==> config.mk <==
export PLATFORM = sky130hd
export DESIGN_NAME = shift_reg_ctrl
export DESIGN_NICKNAME = d
export VERILOG_FILES = /design/src/rtl/shift_reg_ctrl_pkg.sv /design/src/rtl/shift_reg_ctrl.sv
export SDC_FILE = /design/constraint.sdc
export NUM_CORES = 1
export LEC_CHECK = 0
export ABC_AREA = 1
export ABC_CLOCK_PERIOD_IN_PS = 3100
export CAP_MARGIN = 20
export CORE_MARGIN = 5
export CORE_UTILIZATION = 40
export DETAILED_ROUTE_END_ITERATION = 16
export GPL_ROUTABILITY_DRIVEN = 0
export PLACE_DENSITY = 0.8
export SYNTH_ARGS = -nofsm -noshare
export SYNTH_HDL_FRONTEND = slang
export SYNTH_SLANG_ARGS = --single-unit
==> constraint.sdc <==
create_clock -name clk -period 3.1 [get_ports clk]
set_clock_uncertainty 0.2 [all_clocks]
set_input_delay 0.62 -clock clk [delete_from_list [all_inputs] [get_ports clk]]
set_output_delay 0.62 -clock clk [all_outputs]
set_load 0.01 [all_outputs]
==> src/rtl/shift_reg_ctrl_pkg.sv <==
`default_nettype none
// ============================================================================
// Module   : shift_reg_ctrl_pkg
// Brief    : Shared types for the shift_reg_ctrl sequencing controller.
//            The PAR state is always present in the enum so every build sees
//            the same encoding; it is only reachable when
//            SHIFT_REG_CTRL_PARITY_EN is defined.
// Revision : 1.0 - initial release
// ============================================================================
package shift_reg_ctrl_pkg;

    localparam int STATE_W = 3;

    typedef enum logic [STATE_W-1:0] {
        S_IDLE  = 3'd0,
        S_LOAD  = 3'd1,
        S_SHIFT = 3'd2,
        S_PAR   = 3'd3,
        S_DONE  = 3'd4
    } state_t;

endpackage
`default_nettype wire

==> src/rtl/shift_reg_ctrl.sv <==
`default_nettype none
// ============================================================================
// Module   : shift_reg_ctrl
// Brief    : Sequencing controller for the parallel-load shift register.
//            Accepts a word on a valid/ready handshake, loads it into the
//            external register, streams the register MSB out with
//            backpressure, then pulses frame_done.
//            Optional feature macro: SHIFT_REG_CTRL_PARITY_EN appends an
//            even-parity bit after the data bits.
// Revision : 1.0 - initial release
// ============================================================================
module shift_reg_ctrl
    import shift_reg_ctrl_pkg::*;
#(
    parameter int WIDTH = 8
) (
    input  logic             clk,
    input  logic             rstn,
    input  logic [WIDTH-1:0] in_data,
    input  logic             in_valid,
    output logic             in_ready,
    output logic             sr_load_en,
    output logic [WIDTH-1:0] sr_load_val,
    output logic             sr_shift_en,
    input  logic [WIDTH-1:0] sr_op,
    output logic             ser_out,
    output logic             ser_valid,
    input  logic             ser_ready,
    output logic             busy,
    output logic             frame_done
);

    localparam int                 c_CNT_W    = $clog2(WIDTH);
    localparam logic [c_CNT_W-1:0] c_CNT_LAST = c_CNT_W'(WIDTH - 1);

    state_t             r_state;
    logic [c_CNT_W-1:0] r_cnt;
    logic [WIDTH-1:0]   r_data;
    logic               r_in_ready;
    logic               r_load_en;
`ifdef SHIFT_REG_CTRL_PARITY_EN
    logic               r_parity;
`endif

    // Only the MSB of the register is observed; the rest is intentionally ignored.
    logic w_unused_sr_op;
    assign w_unused_sr_op = ^sr_op[WIDTH-2:0];

    // Frame sequencer: state, bit counter, captured word and registered strobes.
    always_ff @(posedge clk) begin
        if (!rstn) begin
            r_state    <= S_IDLE;
            r_cnt      <= '0;
            r_data     <= '0;
            r_in_ready <= 1'b0;
            r_load_en  <= 1'b0;
`ifdef SHIFT_REG_CTRL_PARITY_EN
            r_parity   <= 1'b0;
`endif
        end else begin
            r_load_en <= 1'b0;
            case (r_state)
                S_IDLE: begin
                    r_in_ready <= 1'b1;
                    if (in_valid && r_in_ready) begin
                        r_data     <= in_data;
`ifdef SHIFT_REG_CTRL_PARITY_EN
                        r_parity   <= ^in_data;
`endif
                        r_in_ready <= 1'b0;
                        r_load_en  <= 1'b1;
                        r_state    <= S_LOAD;
                    end
                end
                S_LOAD: begin
                    r_cnt   <= '0;
                    r_state <= S_SHIFT;
                end
                S_SHIFT: begin
                    if (ser_ready) begin
                        if (r_cnt == c_CNT_LAST) begin
                            r_cnt   <= '0;
`ifdef SHIFT_REG_CTRL_PARITY_EN
                            r_state <= S_PAR;
`else
                            r_state <= S_DONE;
`endif
                        end else begin
                            r_cnt <= r_cnt + 1'b1;
                        end
                    end
                end
`ifdef SHIFT_REG_CTRL_PARITY_EN
                S_PAR: begin
                    if (ser_ready) begin
                        r_state <= S_DONE;
                    end
                end
`endif
                S_DONE: begin
                    r_in_ready <= 1'b1;
                    r_state    <= S_IDLE;
                end
                default: begin
                    r_in_ready <= 1'b0;
                    r_state    <= S_IDLE;
                end
            endcase
        end
    end

    // Serial bit selection decoded from state; the register MSB during data bits.
    always_comb begin
        ser_out = 1'b0;
        case (r_state)
            S_SHIFT: ser_out = sr_op[WIDTH-1];
`ifdef SHIFT_REG_CTRL_PARITY_EN
            S_PAR:   ser_out = r_parity;
`endif
            default: ser_out = 1'b0;
        endcase
    end

    assign in_ready    = r_in_ready;
    assign sr_load_en  = r_load_en;
    assign sr_load_val = r_data;
    assign sr_shift_en = (r_state == S_SHIFT) && ser_ready;
`ifdef SHIFT_REG_CTRL_PARITY_EN
    assign ser_valid   = (r_state == S_SHIFT) || (r_state == S_PAR);
`else
    assign ser_valid   = (r_state == S_SHIFT);
`endif
    assign busy        = (r_state != S_IDLE);
    assign frame_done  = (r_state == S_DONE);

endmodule
`default_nettype wire
==> impl_metrics.ini, run 1 <==
[outcome]
status = finished clean

[floorplanning]
die_h_um = 52.0
die_area_sq_um = 2700
pin_count = 35
coreArea_sq_um = 1710
row_count = 15
die_w_um = 52.0
start_util_pct = 41.2

[global_routing]
grt_pass1_wl_um = 2470
grtUsageTotal_pct = 12.7
grt_max_degree = 13
grt-ovfl-total = 0
grt_pass1_vias = 611
antenna_found_initial = 0

[cells_and_area]
area_delta_synth_final_pct = 45.3
final_common_cell = nor2_1
finish.net_count = 144
drive_gt1_share_pct = 15.7
layout_common_cells = nor2_1 (29), clkdlybuf4s50_1 (27), nand2_1 (16), dfxtp_1 (16), o21ai_2 (8)
fin_area_sq_um = 1020
seqCellArea_sq_um = 320
num_antenna_cells = 0
multi_input_area_sq_um = 330
n_fill_cell = 155

[yosys]
ys_warn_count = 0
syn_avg_cell_area_sq_um = 7.66
mappedNetlistArea_sq_um = 704
synth_cell_type_count = 17
synth-seq-area-share_pct = 45.5
synth_top_area_share_pct = 45.5
synth_nets = 114
synth_top_cell_by_area = dfxtp_1
synthCells = 92
ys_ff_latch = 16
synth_area_leaders = dfxtp_1 (45%), nor2_1 (15%), o21ai_2 (9.9%), nand2_1 (8.5%), inv_1 (3.7%)

[sta]
min_period_ns = 2.66
finalCritPeriodShare_pct = 86.0
finalSetupViolations = 0
tns_ns = 0
rsz0062_at_grt = no
hold_ws_ns = 0.288
finalWorstSetupSlack_ns = 0.435
hold_viol = 0
timing.fmax_mhz = 375
max_slew_margin_pct = 62.6
drv_slew = 0
tightest_slew_ns = 0.560

[worst_setup_path]
crit_type = input port to output pin
rr_worst_depth = 5
timing.reg2reg.setup_slack_ns = 1.64
crit_path_max_incr_delay_ns = 0.53
cpMaxStageDelayCell = clkdlybuf4s50_1
path_cells = clkdlybuf4s50_1 > nand4_1 > inv_1 > clkdlybuf4s50_1
cp-end-kind = output pin
r2r-end = sr_load_val[1]$_SDFFE_PN0P_
cp.required_ns = 2.28
reg2reg_from = r_state[1]$_SDFFE_PN0P_
worstPathArrival_ns = 1.84
start_kind = input port
crit_fanout = 2
crit_top_cell = clkdlybuf4s50_1

[clocking]
cts.htree.levels = 1
clkLatencyLatePin_ns = 0.29
cts_tree = done
cts_root_buffer = clkbuf_4
clockBufferDepth = 2
cts_setup_buffers = 0
cts.sinks = 16
clk_pin_slew_worst_paths_ns = 0.09
cts_buffers = 3
ctsResizeCount = 0
cts_hold_buffers = 0

[placement]
io_buffer_count = 27
dpl-instance-area_sq_um = 987
dp_worst_setup_slack_ns = 0.429
detailed_place_hpwl_um = 1210

[power_and_ir_drop]
p_per_area_nw_per_um2 = 459
vdd_drop_max_uv = 326
leakage_nw = 0.438

[drt]
routed_wl_um = 1510
post_drt_via_cell_ratio = 4.53
drc = 0
antenna_left = 0
dr.pass1.iters = 4
first_iter_violations = 11
vias = 662
post_drt_wl_per_cell_um = 10.3

[run]
maxCapViolCount = 0

[min_path]
min_path_cells = 2
hp-start = in_ready$_SDFFE_PN0N_
hold_end = in_ready$_SDFFE_PN0N_
hold_path.class = flip-flop to flip-flop
==> logic make-up after synthesis <==
kind of cell	share of synthesized area [%]
adder cells (fa/ha/maj)	3.55
buffers and inverters	7.64
AND/OR/NAND/NOR	32.0
AO/OA/AOI/OAI	11.4
flip-flops	45.5
==> power breakdown <==
group | internal [W] | total [W] | switching [W]
Sequential | 0.000221 | 0.000230 | 0.00000891
Clock | 0.0000716 | 0.000136 | 0.0000645
Combinational | 0.0000543 | 0.000103 | 0.0000491
Total | 0.000347 | 0.000469 | 0.000122
==> cell usage after synthesis (all sizes together) <==
cell,n
inv,8
nand4,1
dfxtp,16
nor2,31
nor4,1
o21ai,8
clkinv,1
buf,2
nor3,1
nand2,17
ha,2
nand3,2
a21oi,2
==> registers in the layout, indices dropped and copies added, names as in the netlist <==
name / flops
sr_load_val: 8
r_cnt: 3
r_state: 3
in_ready: 1
sr_load_en: 1
==> how the worst max path moves through the flow <==
| stage | endpoint | from |
|---|---|---|
| 4_1_cts | sr_shift_en | ser_ready |
| 2_1_floorplan | sr_shift_en | ser_ready |
| 5_1_grt | sr_shift_en | ser_ready |
| 3_5_place_dp | sr_shift_en | ser_ready |
| 3_3_place_gp | sr_shift_en | ser_ready |
| 6_report | sr_shift_en | ser_ready |
==> through the flow <==
stage               utilization [%]  std cells  power [W]
finish                         59.9        146   0.000469
global route                   59.9        146   0.000497
global placement               57.8        142   0.000336
CTS                            59.9        146   0.000476
detailed placement             57.8        142   0.000340
floorplan                         -         92   0.000289
==> critical path: cells and delay by family <==
| kind | cells | cell delay, ns |
|---|---|---|
| buf+inv | 3 | 1.09 |
| simple gates | 1 | 0.14 |
==> layer usage <==
layer / GRT usage, % / wire (um) / vias up
met5: 0 / 0 / -
met4: 9.17 / 35 / 0
met3: 5.16 / 150 / 4
met2: 20.5 / 712 / 21
met1: 13.0 / 608 / 292
li1: - / - / 345
==> cell type report <==
class | count | share of cell area [%]
Inverter | 9 | 3.42
Timing Repair Buffer | 27 | 26.4
Multi-Input combinational cell | 65 | 32.3
Clock buffer | 4 | 3.55
Tap cell | 25 | 3.06
Sequential cell | 16 | 31.3
No activity file was read; power rests on OpenSTA's default activity.
==> run 2, diff against run 1 <==
--- a/config.mk
+++ b/config.mk
@@ -10,6 +10,7 @@
 export CAP_MARGIN = 20
 export CORE_MARGIN = 5
 export CORE_UTILIZATION = 40
+export CTS_CLUSTER_SIZE = 12
 export DETAILED_ROUTE_END_ITERATION = 16
 export GPL_ROUTABILITY_DRIVEN = 0
 export PLACE_DENSITY = 0.8
==> results of run 2 <==
The final DEF is identical to that of run 1; final timing and power are the same.
